## src/rtl/keypad_scanner.sv

```systemverilog
// keypad_scanner: 4x4 matrix keypad scanner with row synchroniser,
// scan-level debounce and chord rejection; one code per press.
module keypad_scanner #(
   parameter int SCAN_DIV       = 4,
   parameter int DEBOUNCE_SCANS = 3
) (
   input  logic       nclk,
   input  logic       rst,
   input  logic [3:0] row,
   output logic [3:0] col,
   output logic [3:0] key_code,
   output logic       key_valid,
   output logic       key_held
);

   localparam int DivW = (SCAN_DIV > 1) ? $clog2(SCAN_DIV) : 1;
   localparam logic [DivW-1:0] DivLast = DivW'(SCAN_DIV - 1);
   localparam logic [3:0] DebTarget = 4'(DEBOUNCE_SCANS);

   localparam logic [3:0] KeyMap [16] = '{
      4'h1, 4'h2, 4'h3, 4'hA,
      4'h4, 4'h5, 4'h6, 4'hB,
      4'h7, 4'h8, 4'h9, 4'hC,
      4'hE, 4'h0, 4'hF, 4'hD
   };

   typedef enum logic [1:0] {
      IDLE,
      DEBOUNCE,
      PRESSED
   } stateT;

   stateT           state;
   stateT           stateNext;
   logic [3:0]      rowMeta;
   logic [3:0]      rowS;
   logic [DivW-1:0] div;
   logic [1:0]      colIdx;
   logic [3:0]      colHits [4];
   logic            scanDone;
   logic [3:0]      cand;
   logic [3:0]      candNext;
   logic [3:0]      cnt;
   logic [3:0]      cntNext;
   logic [3:0]      keyCodeNext;
   logic            keyValidNext;
   logic            keyHeldNext;
   logic [4:0]      hitCount;
   logic [3:0]      hitCode;
   logic            single;
   logic            none;
   logic            accept;
   logic [3:0]      acceptCode;

   assign col = ~(4'b0001 << colIdx);

   // Rows are sampled on the last cycle of each column so the
   // synchroniser has settled after the column change.
   always_ff @(posedge nclk) begin
      if (rst) begin
         rowMeta  <= '0;
         rowS     <= '0;
         div      <= '0;
         colIdx   <= '0;
         scanDone <= 1'b0;
         for (int c = 0; c < 4; c++) begin
            colHits[c] <= '0;
         end
      end else begin
         rowMeta  <= row;
         rowS     <= rowMeta;
         scanDone <= 1'b0;
         if (div == DivLast) begin
            div             <= '0;
            colIdx          <= colIdx + 2'd1;
            colHits[colIdx] <= ~rowS;
            scanDone        <= (colIdx == 2'd3);
         end else begin
            div <= div + DivW'(1);
         end
      end
   end

   always_comb begin
      hitCount = '0;
      hitCode  = '0;
      for (int c = 0; c < 4; c++) begin
         for (int r = 0; r < 4; r++) begin
            if (colHits[c][r]) begin
               hitCount = hitCount + 5'd1;
               hitCode  = KeyMap[{r[1:0], c[1:0]}];
            end
         end
      end
   end

   assign none   = (hitCount == 5'd0);
   assign single = (hitCount == 5'd1);

   always_comb begin
      stateNext    = state;
      candNext     = cand;
      cntNext      = cnt;
      keyCodeNext  = key_code;
      keyValidNext = 1'b0;
      keyHeldNext  = key_held;
      accept       = 1'b0;
      acceptCode   = cand;
      if (scanDone) begin
         unique case (state)
            IDLE: begin
               if (single) begin
                  candNext  = hitCode;
                  cntNext   = 4'd1;
                  stateNext = DEBOUNCE;
                  if (DebTarget == 4'd1) begin
                     accept     = 1'b1;
                     acceptCode = hitCode;
                  end
               end
            end
            DEBOUNCE: begin
               if (single && hitCode == cand) begin
                  cntNext = cnt + 4'd1;
                  if (cntNext == DebTarget) begin
                     accept = 1'b1;
                  end
               end else if (single) begin
                  candNext = hitCode;
                  cntNext  = 4'd1;
               end else begin
                  stateNext = IDLE;
                  cntNext   = '0;
               end
            end
            PRESSED: begin
               // Any activity, even a different key, restarts release.
               if (!none) begin
                  cntNext = '0;
               end else begin
                  cntNext = cnt + 4'd1;
                  if (cntNext == DebTarget) begin
                     stateNext   = IDLE;
                     keyHeldNext = 1'b0;
                     cntNext     = '0;
                  end
               end
            end
            default: begin
               stateNext = IDLE;
               cntNext   = '0;
            end
         endcase
         if (accept) begin
            keyCodeNext  = acceptCode;
            keyValidNext = 1'b1;
            keyHeldNext  = 1'b1;
            stateNext    = PRESSED;
            cntNext      = '0;
         end
      end
   end

   always_ff @(posedge nclk) begin
      if (rst) begin
         state     <= IDLE;
         cand      <= '0;
         cnt       <= '0;
         key_code  <= '0;
         key_valid <= 1'b0;
         key_held  <= 1'b0;
      end else begin
         state     <= stateNext;
         cand      <= candNext;
         cnt       <= cntNext;
         key_code  <= keyCodeNext;
         key_valid <= keyValidNext;
         key_held  <= keyHeldNext;
      end
   end

endmodule

```

## config.mk

```make
export PLATFORM = sky130hd
export DESIGN_NAME = keypad_scanner
export DESIGN_NICKNAME = d
export VERILOG_FILES = /design/src/rtl/keypad_scanner.sv
export SDC_FILE = /design/constraint.sdc
export NUM_CORES = 1
export LEC_CHECK = 0
export CORE_ASPECT_RATIO = 1.25
export CORE_UTILIZATION = 53
export DETAILED_ROUTE_END_ITERATION = 8
export MAX_ROUTING_LAYER = met4
export PLACE_DENSITY = 0.71
export SYNTH_ARGS = -nofsm -noshare
export SYNTH_HDL_FRONTEND = slang
export SYNTH_SLANG_ARGS = --single-unit
```

## constraint.sdc

```tcl
create_clock -name nclk -period 22.4 [get_ports nclk]
set_clock_uncertainty 0.05 [all_clocks]
set_input_delay 2.24 -clock nclk [delete_from_list [all_inputs] [get_ports nclk]]
set_output_delay 2.24 -clock nclk [all_outputs]
set_load 0.02 [all_outputs]
```

==> results of run 1 <==
==> through the flow <==
step / utilization / setup slack [ns]
finish: 0.586 / 11.79
floorplan: - / 12.82
detailed placement: 0.573 / 11.83
global placement: 0.573 / 12.11
CTS: 0.586 / 11.79
global route: 0.586 / 10.88
==> state kept, by name (all words and copies together), names as in the netlist <==
register,count
acceptCode,4
cnt,4
colHits,16
colIdx,2
div,2
key_code,4
key_held,1
key_valid,1
rowMeta,4
rowS,4
scanDone,1
state,2
==> final cells by class <==
type | instances | share of cell area
multi-input cells | 350 | 0.631
flip-flops and latches | 45 | 0.261
repair buffers | 16 | 0.0388
well taps | 90 | 0.0277
inverters | 21 | 0.0194
clock buffers | 5 | 0.0169
clock inverters | 3 | 0.00524
==> worst max-delay path: cells and delay by family, from the launching register on <==
kind	cells	cell delay, ns
buf+inv	4	0.28
compound gates	14	2.61
mux	3	0.93
flops	1	0.43
simple gates	13	2.28
fa+ha+maj	14	4.00
==> worst paths after layout <==
path / to / slack, ns / cells after the start
max: acceptCode[1] / 11.79 / 48
min: div[0] / 0.38 / 1
max reg2reg: acceptCode[1] / 11.79 / 48
min reg2reg: div[0] / 0.38 / 1
==> cell usage in the layout, fill, tap and decap left out, types with 5 or more instances in the layout <==
| master | n |
|---|---|
| sky130_fd_sc_hd__nor4_1 | 5 |
| sky130_fd_sc_hd__mux2i_1 | 7 |
| sky130_fd_sc_hd__nor2_1 | 51 |
| sky130_fd_sc_hd__nand2b_1 | 7 |
| sky130_fd_sc_hd__xor2_1 | 11 |
| sky130_fd_sc_hd__or3_1 | 7 |
| sky130_fd_sc_hd__nand2_1 | 40 |
| sky130_fd_sc_hd__nand4_1 | 7 |
| sky130_fd_sc_hd__ha_1 | 23 |
| sky130_fd_sc_hd__xnor2_2 | 5 |
| sky130_fd_sc_hd__inv_1 | 21 |
| sky130_fd_sc_hd__edfxtp_1 | 16 |
| sky130_fd_sc_hd__o31ai_1 | 12 |
| sky130_fd_sc_hd__a31oi_1 | 5 |
| sky130_fd_sc_hd__o21ai_0 | 8 |
| sky130_fd_sc_hd__clkbuf_8 | 5 |
| sky130_fd_sc_hd__nor2b_1 | 15 |
| sky130_fd_sc_hd__a21oi_1 | 21 |
| sky130_fd_sc_hd__nand3_1 | 8 |
| sky130_fd_sc_hd__clkdlybuf4s50_1 | 15 |
| sky130_fd_sc_hd__dfxtp_1 | 29 |
| sky130_fd_sc_hd__xnor2_1 | 17 |
| sky130_fd_sc_hd__nor3_1 | 18 |
==> cells by family after synthesis <==
family | after synthesis | synth area share
simple gates | 188 | 0.258
compound gates | 83 | 0.154
flops | 45 | 0.279
xor+xnor | 44 | 0.154
buf+inv | 42 | 0.0461
fa+ha+maj | 24 | 0.0784
mux | 11 | 0.0303
==> layer usage <==
layer / vias up / global-route usage
li1: 1566 / -
met1: 1445 / 0.254
met2: 32 / 0.376
met3: 2 / 0.0217
met4: 0 / 0.0610
met5: - / -
==> power by group <==
part | total, uW | switching, uW | internal [uW]
Clock | 50.5 | 28.3 | 22.2
Combinational | 174 | 106 | 67.5
Sequential | 91.8 | 4.51 | 87.3
Total | 316 | 139 | 177
==> summary.md, run 1 <==
| Metric | Value |
|---|---|
| Max Buffers Root-to-Sink | 2 |
| Total routing resource utilization after global routing | 0.213 |
| Final hold vios | 0 |
| Critical hold path startpoint | div[0] |
| Most numerous cell in the Yosys netlist | sky130_fd_sc_hd__nor2_1 |
| Post-synth top area share | 0.153 |
| Summed area of non-filler cells in the final layout | around 4000 sq um |
| Critical path data arrival time | 10.80 ns |
| Aggregate negative setup slack | 0 ns |
| Max incr delay on CP | around 0.60 ns |
| FF+latch area | roughly 1100 sq um |
| Hold Worst Slack | 0.379 ns |
| Share of final-layout standard cells stronger than drive strength 1 | 0.0818 |
| Number of endpoints failing setup at the final stage | 0 |
| Buffer type at the clock tree root | sky130_fd_sc_hd__clkbuf_8 |
| Avg WL per Cell | roughly 14 um |
| Die boundary width | between 70 and 80 um |
| Total routed wire length on the met1 layer | about 3400 um |
| Max Fclk | between 90 and 100 MHz |
| Number of enable flip-flop cells after synthesis | 16 |
| Final Routed Wirelength | between 7000 and 8000 um |
| Clock tree from TritonCTS | done |
| Residual DRC | 0 |
| Global-route wire length before repair | between 10000 and 15000 um |
| Crit path max-delay cell type | sky130_fd_sc_hd__or4_1 |
| CTS Hold Bufs | 0 |
| CTS clock-pin slew for the worst setup and hold paths | approximately 0.090 ns |
| PnR Total Power | 316 uW |
| Number of library cell types mapped by synthesis | 73 |
| DP Wirelength | 5490 um |
| Worst Tran Pin Value | just over 1 ns |
| Most common flop cell mapped by yosys | sky130_fd_sc_hd__dfxtp_1 |
| Slew margin rel. | 0.307 |
| Beginning of the critical path | colHits[0][0] |
| Global placer's final weighted congestion | between 0.7 and 0.8 |
| FP Rows | 34 |
| Final number of max-transition violations | 0 |
| IO Pins | 16 |
| Clk Latency, worst-skew pair | 0.30 ns |
| Unrepaired setup endpoints after global routing | false |
| Port Buffers | 15 |
| Area added between synthesis and finish | 6.95% |
| DR top layer | met4 |
| Cell total after placement | 522 |
| Final cycle utilization of the critical path | 0.474 |
| Result of the run | finished clean |
| Global route total overflow | 0 |
| Launching point of the worst reg2reg path | colHits[0][0] |
| Number of cells produced by synthesis | roughly 440 |
| Cell Area, Synth | between 3000 and 4000 sq um |
| Net count of the mapped netlist | approximately 470 |
| Worst Setup End Kind | register |
| Classification of the worst setup path | reg2reg |
| Async set-reset flop share out of synthesis | 0 |
| Most instantiated cells after synthesis | sky130_fd_sc_hd__nor2_1 (51), sky130_fd_sc_hd__nand2_1 (40), sky130_fd_sc_hd__dfxtp_1 (29) |
| Number of violations reported at the end of detailed-routing iteration 0 | about 130 |
| Core Box Area | roughly 7000 sq um |
| Largest voltage drop on the vdd net | about 0.074 mV |
| Clock H-tree levels | 2 |
| Post-Synthesis Mean Instance Area | ~8.7 sq um |
| Warning count from the yosys run | 0 |
| Cell occurring most often along the worst timing path | sky130_fd_sc_hd__ha_1 |
| Met2 layer wire length in the routed design | approximately 3700 um |
| Pre-Repair DR Iteration Count | 4 |
| Pin count of the biggest net entering global routing | 36 |
| Min Tclk post-route | 10.61 ns |
| Instance area at placement | 3970 sq um |
| Post-route antenna net violation count | 0 |
| Number of maximum-capacitance violations | 0 |
| Maximum fanout along the worst path | 13 |
| Cell types occupying the most area after synthesis | sky130_fd_sc_hd__dfxtp_1 (15%), sky130_fd_sc_hd__edfxtp_1 (13%), sky130_fd_sc_hd__ha_1 (7.6%), sky130_fd_sc_hd__nor2_1 (5.0%), sky130_fd_sc_hd__nand2_1 (4.0%) |
| Non-filler instance count after layout | 530 |
| Power per cell area | ~80 nW/um^2 |
| Met3 layer wire length in the routed design | roughly 140 um |
| Type of the worst min-delay path | reg2reg |
| Sort of element at the start of the critical path | register |
| Die Y | about 97 um |
| Number of buffers added by the clock tree synthesis step | 5 |
| Antenna violations before repair | 0 |
| Sequential fraction of the synthesis area | 0.279 |
| Initial core utilization | 0.548 |
| WP data required | ~23 ns |
| Number of gates resized after cts | 0 |
| Count of fill cells added during filler insertion | a little over 600 |
| Diode insertion count for antenna repair | 0 |
| Number of vias per cell after detailed routing | 5.75 |
| Post-layout nets | ~470 |
| Leakage power | around 0.0015 uW |
| Register bit count reported by yosys | 45 |
| Die Footprint | 7510 sq um |
| TritonCTS sink count | 45 |
| Via count | 3045 |
| Area occupied by multi-input gates | approximately 2600 sq um |
| Library cell occupying the most area in the post-synthesis netlist | sky130_fd_sc_hd__dfxtp_1 |
| Post-CTS Setup Bufs | 0 |
| Vias in the first global route | 2944 |
No activity file was read; power rests on OpenSTA's default activity.
==> run 2, diff against run 1 <==
--- a/config.mk
+++ b/config.mk
@@ -9,7 +9,7 @@
 export CORE_UTILIZATION = 53
 export DETAILED_ROUTE_END_ITERATION = 8
 export MAX_ROUTING_LAYER = met4
-export PLACE_DENSITY = 0.71
+export PLACE_DENSITY = 0.74
 export SYNTH_ARGS = -nofsm -noshare
 export SYNTH_HDL_FRONTEND = slang
 export SYNTH_SLANG_ARGS = --single-unit
==> constraint.sdc (replaced) <==
create_clock -name nclk -period 9.71 [get_ports nclk]
set_clock_uncertainty 0.05 [all_clocks]
set_input_delay 0.971 -clock nclk [delete_from_list [all_inputs] [get_ports nclk]]
set_output_delay 0.971 -clock nclk [all_outputs]
set_load 0.02 [all_outputs]
==> run 2 against run 1 <==
  * Power rose to 3.2 times the previous value
  * Largest power group unchanged
  * Non-clock buffer count rose by 33
  * Via count rose by 4.7%
  * Sequential power rose by 130%
  * Hold slack got worse by 0.0013 ns
  * Critical endpoint is now state[0]
  * Sequential share of layout area fell by 3.3 points
  * Critical path depth rose by 4
  * First-iteration DRC count rose by 2.3%
  * Cell count rose by 6.2%
  * Setup slack got worse by 12 ns
  * Global-route usage rose by 0.11 points
==> summary.md, run 2 (synthesized netlist as in run 1, its figures left out) <==
| Metric | Value |
|---|---|
| IO Pins | 16 |
| Min Tclk post-route | 9.58 ns |
| Count of cells along the worst hold path | 1 |
| Crit path max-delay cell type | sky130_fd_sc_hd__edfxtp_1 |
| Die boundary width | approximately 80 um |
| Hold Path Sink | div[0] |
| Global placer's final weighted congestion | ~0.80 |
| Area added between synthesis and finish | 22.3% |
| Buffer type at the clock tree root | sky130_fd_sc_hd__clkbuf_8 |
| Final number of max-transition violations | 0 |
| Post-route antenna net violation count | 0 |
| Max Buffers Root-to-Sink | 2 |
| Clock H-tree levels | 2 |
| Pre-Repair DR Iteration Count | 4 |
| Slew margin rel. | 0.424 |
| Number of endpoints failing setup at the final stage | 0 |
| Net switching share of the total power | 0.414 |
| Sort of element at the start of the critical path | register |
| Critical path data arrival time | roughly 9.7 ns |
| Number of vias per cell after detailed routing | between 5 and 6 |
| Worst Tran Pin Value | roughly 0.86 ns |
| Net Sw Power | a little over 400 uW |
| Pin count of the biggest net entering global routing | 37 |
| Number of maximum-capacitance violations | 0 |
| Part of the power in the clock network | 0.147 |
| Vias in the first global route | 3112 |
| Total routing resource utilization after global routing | 0.214 |
| Instance area at placement | ~4100 sq um |
| Type of the worst min-delay path | reg2reg |
| Max Fclk | approximately 100 MHz |
| Die Y | a little under 100 um |
| Sequential cell fraction of total power | 0.212 |
| Final cycle utilization of the critical path | 0.987 |
| Share of final-layout standard cells stronger than drive strength 1 | 0.243 |
| Global-route wire length before repair | 13100 um |
| Maximum fanout along the worst path | 4 |
| Launching point of the worst reg2reg path | colHits[0][1] |
| CTS Hold Bufs | 0 |
| Top register by number of flip-flops | colHits |
| Max reg flops | 16 |
| Internal cell power | approximately 600 uW |
| Power per cell area | approximately 220 nW/um^2 |
| Final hold vios | 0 |
| Port Buffers | 15 |
| Leakage power | around 0.0018 uW |
| FF-to-FF setup slack | about 0.13 ns |
| Most common cell after layout, fill and taps aside | sky130_fd_sc_hd__nor2_1 |
| Largest voltage drop on the vdd net | 0.215 mV |
| Worst Setup End Kind | register |
| Die Footprint | around 7500 sq um |
| Number of violations reported at the end of detailed-routing iteration 0 | 134 |
| Critical hold path startpoint | div[0] |
| Residual DRC | 0 |
| WP data required | 9.85 ns |
| Cell total after placement | about 540 |
| Number of buffers added by the clock tree synthesis step | 5 |
| Max incr delay on CP | between 0.4 and 0.5 ns |
| Global route total overflow | 0 |
| TritonCTS sink count | between 40 and 50 |
| DP Wirelength | ~5700 um |
| Combinational Power Share | 0.641 |
| Antenna violations before repair | 0 |
| Summed area of non-filler cells in the final layout | ~4600 sq um |
| Final Routed Wirelength | between 8000 and 9000 um |
| Top library cells by usage in the layout, fill and taps aside | sky130_fd_sc_hd__nor2_1 (48), sky130_fd_sc_hd__nand2_1 (34), sky130_fd_sc_hd__buf_4 (31) |
| Classification of the worst setup path | reg2reg |
| FP Rows | 34 |
| Core Box Area | approximately 6900 sq um |
| Non-filler instance count after layout | between 500 and 600 |
| Final Util | 0.670 |
| Avg WL per Cell | between 10 and 15 um |
| CTS clock-pin slew for the worst setup and hold paths | roughly 0.09 ns |
| Clk Latency, worst-skew pair | 0.30 ns |
| Worst Reg2Reg Path Length in Cells | 52 |
| Clock tree from TritonCTS | done |
| Result of the run | finished clean |
| Hold Worst Slack | approximately 0.38 ns |
| Initial core utilization | 0.548 |
| Diode insertion count for antenna repair | 0 |
| Endpoint of the worst-slack reg-to-reg timing path | state[0] |
| Unrepaired setup endpoints after global routing | true |
| Via count | about 3200 |
| Post-layout nets | 501 |
## run 2: cell types whose count changed in the layout (fill, tap and decap cells not counted), sizes merged
cell    previous run  this run
buf                1        34
bufinv             0         1
clkinv             2         0
inv               22        23
## run 2: timing repair
item / in CTS / in global routing
pin swaps: 5 / 26
setup buffers: 4 / 11
hold endpoints to repair: 0 / 0
endpoints found under the setup margin: 16 / 16
resized for setup: 10 / 52
## run 2: per-stage QoR
stage	TNS, ns	worst slack [ns]	power (uW)
6_report	0	0.130	1000
5_1_grt	-3.57	-0.362	1070
4_1_cts	0	0.000131	837
3_5_place_dp	-3.63	-0.324	663
3_3_place_gp	0	0.0564	651
2_1_floorplan	0	0.132	554
## run 2: per-layer routing
layer / vias to the layer above / wire, um / GRT usage / share of wire
li1: 1640 / - / - / -
met1: 1489 / 3610 / 0.244 / 0.44
met2: 44 / 4260 / 0.389 / 0.52
met3: 15 / 140 / 0.0179 / 0.017
met4: 0 / 144 / 0.0711 / 0.018
met5: - / 0 / - / 0
## run 2: worst max-delay path by stage
stage                     to  slack [ns]          start
2_1_floorplan       state[0]        0.13  colHits[0][0]
3_3_place_gp   acceptCode[1]        0.06  colHits[0][0]
3_5_place_dp   acceptCode[1]       -0.32  colHits[0][1]
4_1_cts             state[0]      0.0001  colHits[0][1]
5_1_grt             state[0]       -0.36  colHits[0][1]
6_report            state[0]        0.13  colHits[0][1]
## run 2: final cells by class
| class | count | area (sq um) |
|---|---|---|
| multi-input cells | 350 | 2860 |
| fillers | 514 | 2290 |
| flip-flops and latches | 45 | 1060 |
| repair buffers | 49 | 417 |
| well taps | 90 | 113 |
| inverters | 21 | 78.8 |
| clock buffers | 5 | 68.8 |
| clock inverters | 3 | 47.5 |
## run 2: power by group through the flow
stage	registers, uW	logic [uW]	clock network (uW)
after floorplan	209	346	0
after global placement	216	435	0
after detailed placement	216	447	0
after CTS	211	477	149
after global routing	214	702	155
final	212	641	147
## run 2: critical path, delay by kind of cell, from the launching register on
kind                     cells  cell delay [ns]
adder cells (fa/ha/maj)     14             3.88
AO/OA/AOI/OAI               16             2.64
multiplexers                 3             0.91
AND/OR/NAND/NOR             11             0.83
buffers and inverters        7             0.58
flip-flops                   1             0.43
XOR/XNOR                     1             0.18
==> RTL edit 1 (settings of run 1) <==
Set the parameter `SCAN_DIV` to 2 (it was 4).
--- a/src/rtl/keypad_scanner.sv
+++ b/src/rtl/keypad_scanner.sv
@@ -3,3 +3,3 @@
 module keypad_scanner #(
-   parameter int SCAN_DIV       = 4,
+   parameter int SCAN_DIV       = 2,
    parameter int DEBOUNCE_SCANS = 3
Check against the original RTL: not equivalent (Yosys sat finds a counterexample within 4 cycles, from zero or initial values and one cycle with rst high).
==> RTL edit 1 against run 1 <==
  * Global-route usage fell by 0.55 points
  * Power rose by 26%
  * Routed wire length fell by 2.5%
  * Area after synthesis fell by 2.1%
  * Worst setup slack improved by 300 ps
  * Fmax rose by 2.9%
  * Count of clock-buffer cells in the layout did not move
  * Final area fell by 1.0%
  * Sequential cell count fell by 1
  * Die area fell by 2.1%
  * Hold slack improved by 4.9 ps
==> RTL edit 1: results (changes against run 1) <==
status - completed
Final #Nets - 465 (-0.64%)
first-pass GRT wire length - 12100 um (-6.5%)
vias in the first global route - 2757 (-6.4%)
synth top area cells - dfxtp_1 (15%), edfxtp_1 (13%), ha_1 (7.4%)
Comb group - 245 uW (+41%)
Cell variety after synth - 66 (-9.6%)
Hold Slack - 384 ps (+4.93 ps)
r2r setup slk - 12090 ps (+300 ps)
1st-iter DRT viols - 139 (+6.1%)
Hold Path End - rowS[1]
largest net degree at the start of global routing - 28 (-22%)
post-placement cell area - 3910 um^2 (-1.7%)
top post-synthesis cells by count - nor2_1 (47), nand2_1 (36), xnor2_1 (30), dfxtp_1 (28), inv_1 (23)
Syn Nets - 461 (-1.1%)
Worst Path Arrival - 10460 ps (-340 ps)
Seq group - 92.2 uW (+0.4%)
Leakage - 1.55 nW (about the same)
FF-to-FF path depth - 47 (-2.1%)
dpl hpwl - 5470 um (-0.38%)
ratio of cells with drive above 1 in the final layout - 6.39% (-1.8 points)
Worst IR Drop VDD - 54.9 uV (-26%)
post-DR wirelength/cell - 13.4 um (-1.6%)
Final GP Congestion - 0.866 (+12%)
Cells after Synth - 433 (-0.92%)
via count - 2963 (-2.7%)
Total GRT Usage - 20.8% (-0.55 points)
Pint - 225 uW (+27%)
reg-to-reg startpoint - colHits[0][1]
Worst Path Max Fanout - 12 (-1)
Post-Place Cells - 517 (-0.96%)
slowest cell on the critical path - mux2i_1
beginning of the worst hold path - rowMeta[1]
Setup Slack @ Placement - 12060 ps (+235 ps)
final non-filler cell total - 525 (-0.94%)
Largest register FFs - 16 (unchanged)
max incr delay on CP - 640 ps (+40 ps)
worst r2r dst - cnt[0]
[RTL edit 1: cell count changes in the layout (fill, tap and decap cells not counted), sizes merged, moves of 5 or more]
cell / run 1 / this run
nand3: 9 / 19
nor4: 5 / 0
o31ai: 12 / 4
or3: 7 / 2
xnor2: 23 / 33
[RTL edit 1: area by class of cell]
type	instances	area [um^2]
Fill cell	622	2670
Inverter	25	93.8
Tap cell	87	109
Timing Repair Buffer	16	158
Clock buffer	5	68.8
Sequential cell	44	1040
Clock inverter	3	46.3
Multi-Input combinational cell	345	2500
[RTL edit 1: metal layers]
layer | vias up | track usage [%] | routed length [um]
met5 | - | - | 0
met4 | 0 | 6.73 | 102
met3 | 9 | 1.91 | 181
met2 | 49 | 37.6 | 3510
met1 | 1364 | 24.2 | 3230
li1 | 1541 | - | -
[RTL edit 1: worst max-delay path by stage]
stage | startpoint | endpoint | slack [ps]
6_report | colHits[0][1] | cnt[0] | 12090
5_1_grt | colHits[0][1] | cnt[0] | 11180
4_1_cts | colHits[0][1] | cnt[0] | 12070
3_5_place_dp | colHits[0][1] | cnt[0] | 12060
3_3_place_gp | colHits[0][1] | cnt[0] | 12360
2_1_floorplan | colHits[0][0] | cnt[0] | 12960
[RTL edit 1: critical path, delay by kind of cell, from the launching register on]
family | cells | cell delay [ps]
AND/OR/NAND/NOR | 15 | 1750
buffers and inverters | 3 | 350
adder cells (fa/ha/maj) | 14 | 4020
AO/OA/AOI/OAI | 11 | 2050
flip-flops | 1 | 420
multiplexers | 3 | 1190
XOR/XNOR | 1 | 390
[RTL edit 1: logic make-up after synthesis]
family          after synthesis  share of synthesized area, %
simple gates                176                          23.4
compound gates               83                          15.9
xor+xnor                     55                          17.7
buf+inv                      44                          4.64
flops                        44                          28.0
fa+ha+maj                    22                          7.40
mux                           9                          2.96
==> RTL edit 2 (flow settings as in run 1) <==
Made on the original files. The 3 states of `stateT` get a one-hot encoding in 3 bits.
--- a/src/rtl/keypad_scanner.sv
+++ b/src/rtl/keypad_scanner.sv
@@ -26,6 +26,6 @@
 
-   typedef enum logic [1:0] {
-      IDLE,
-      DEBOUNCE,
-      PRESSED
+   typedef enum logic [2:0] {
+      IDLE     = 3'b001,
+      DEBOUNCE = 3'b010,
+      PRESSED  = 3'b100
    } stateT;
Function: same outputs for any inputs over 10 cycles, from zero or initial values and one cycle with rst high; not proved beyond that.
==> RTL edit 2 against run 1 <==
  * Via count shrank 5.3%
  * Area after synthesis shrank 2.0%
  * Largest power group unchanged
  * Worst setup slack gained 220 ps
  * Largest cell class unchanged
  * Critical path depth grew 6
  * Final cell count shrank 1.7%
  * Power shrank 5.5%
  * Combinational power shrank 10%
  * Routed wire length shrank 7.6%
  * Sequential cell count grew 1
  * Count of clock-buffer cells in the layout grew 1
  * Sequential share of layout area grew 1.0 points
  * Final area shrank 1.9%
==> RTL edit 2: results (changes against run 1) <==
Worst IR Drop VDD - 59.7 uV (-19%)
Cells after Synth - 430 (-1.6%)
Leakage - 1.63 nW (+5.5%)
minimum clock period - 10390 ps (-222 ps)
CP startpoint - colHits[0][1]
ratio of cells with drive above 1 in the final layout - 7.14% (-1.0 points)
vias per std cell - 5.54 (-3.6%)
Hold Slack - 382 ps (+3.03 ps)
Cell variety after synth - 70 (-4.1%)
max incr delay on CP - 480 ps (-120 ps)
PortBufs - 15 (unchanged)
filler instances - 598 (-3.5%)
Worst Path Max Fanout - 6 (-7)
Worst Path Arrival - 10560 ps (-240 ps)
Hold Path End - div[0]
mux cell area share after synthesis - 4.67% (+1.6 points)
Synth Area in Adders - 7.73% (-0.11 points)
largest net degree at the start of global routing - 34 (-5.6%)
hold depth - 1 (unchanged)
Total GRT Usage - 20.1% (-1.2 points)
H-tree levels - 2 (unchanged)
Total Wirelength - 6670 um (-7.6%)
1st-iter DRT viols - 99 (-24%)
register area share after synthesis - 29.1% (+1.1 points)
first-pass GRT wire length - 11600 um (-10%)
Post-Place Cells - 513 (-1.7%)
CTS Root Cell - clkbuf_8
final non-filler cell total - 521 (-1.7%)
YS warnings - 0 (unchanged)
status - completed
compound-gate portion of the synthesized area - 14.0% (-1.4 points)
Pint - 179 uW (+0.99%)
Worst Max-Slew Pin Slew - 689 ps (-322 ps)
slowest cell on the critical path - xnor3_2
Final GP Congestion - 0.840 (+8.2%)
CP Class - reg -> reg
Syn Nets - 459 (-1.5%)
worst r2r dst - cnt[0]
vias in the first global route - 2676 (-9.1%)
dpl hpwl - 5130 um (-6.6%)
synth top area cells - dfxtp_1 (16%), edfxtp_1 (13%), ha_1 (7.7%)
FF-to-FF path depth - 54 (+13%)
worst min path class - reg -> reg
Area growth syn-to-layout - 7.09%
xor/xnor share of the synthesized area - 16.7% (+1.2 points)
post-placement cell area - 3900 um^2 (-1.9%)
top post-synthesis cells by count - nor2_1 (57), nand2_1 (36), dfxtp_1 (30), xnor2_1 (26), ha_1 (23)
## RTL edit 2: cell types whose count changed in the layout (fill, tap and decap cells not counted), moves of 4 or more
cell	run 1	this run
mux2i_1	7	14
nand2_1	40	36
nand4_1	7	2
nor2_1	51	57
nor2b_1	15	10
nor3_1	18	13
o21ai_0	8	16
o31ai_1	12	3
xnor2_1	17	26
xor2_1	11	19
## RTL edit 2: logic make-up after synthesis
logic type | Yosys count
buffers and inverters | 42
adders and majority gates | 23
and+or+nand+nor | 170
muxes | 17
DFF | 46
AOI/OAI and AO/OA | 76
xor gates and xnor gates | 56
## RTL edit 2: metal layers
layer	global-route usage, %	routed length, um
met5	-	0
met2	36.7	3390
met3	1.44	138
met4	7.21	98
met1	23.2	3050
## RTL edit 2: cell type report
type / count / area share (%)
Multi-Input combinational cell: 342 / 61.9
Sequential cell: 46 / 27.1
Timing Repair Buffer: 16 / 3.96
Tap cell: 87 / 2.73
Inverter: 22 / 2.07
Clock buffer: 6 / 1.82
Clock inverter: 2 / 0.345
## RTL edit 2: power groups by stage
stage               registers (mW)  logic (mW)  clock network [mW]
floorplan                   0.0921       0.134                   0
global placement            0.0951       0.151                   0
detailed placement          0.0953       0.155                   0
CTS                         0.0933       0.157              0.0503
global route                0.0941       0.177              0.0531
finish                      0.0934       0.156              0.0493
## RTL edit 2: critical path: cells and delay by family, from the launching register on
family          cells  cell delay [ps]
simple gates       14             1650
buf+inv             6              510
fa+ha+maj          13             3800
mux                 2              290
xor+xnor            5             1210
flops               1              420
compound gates     14             2390
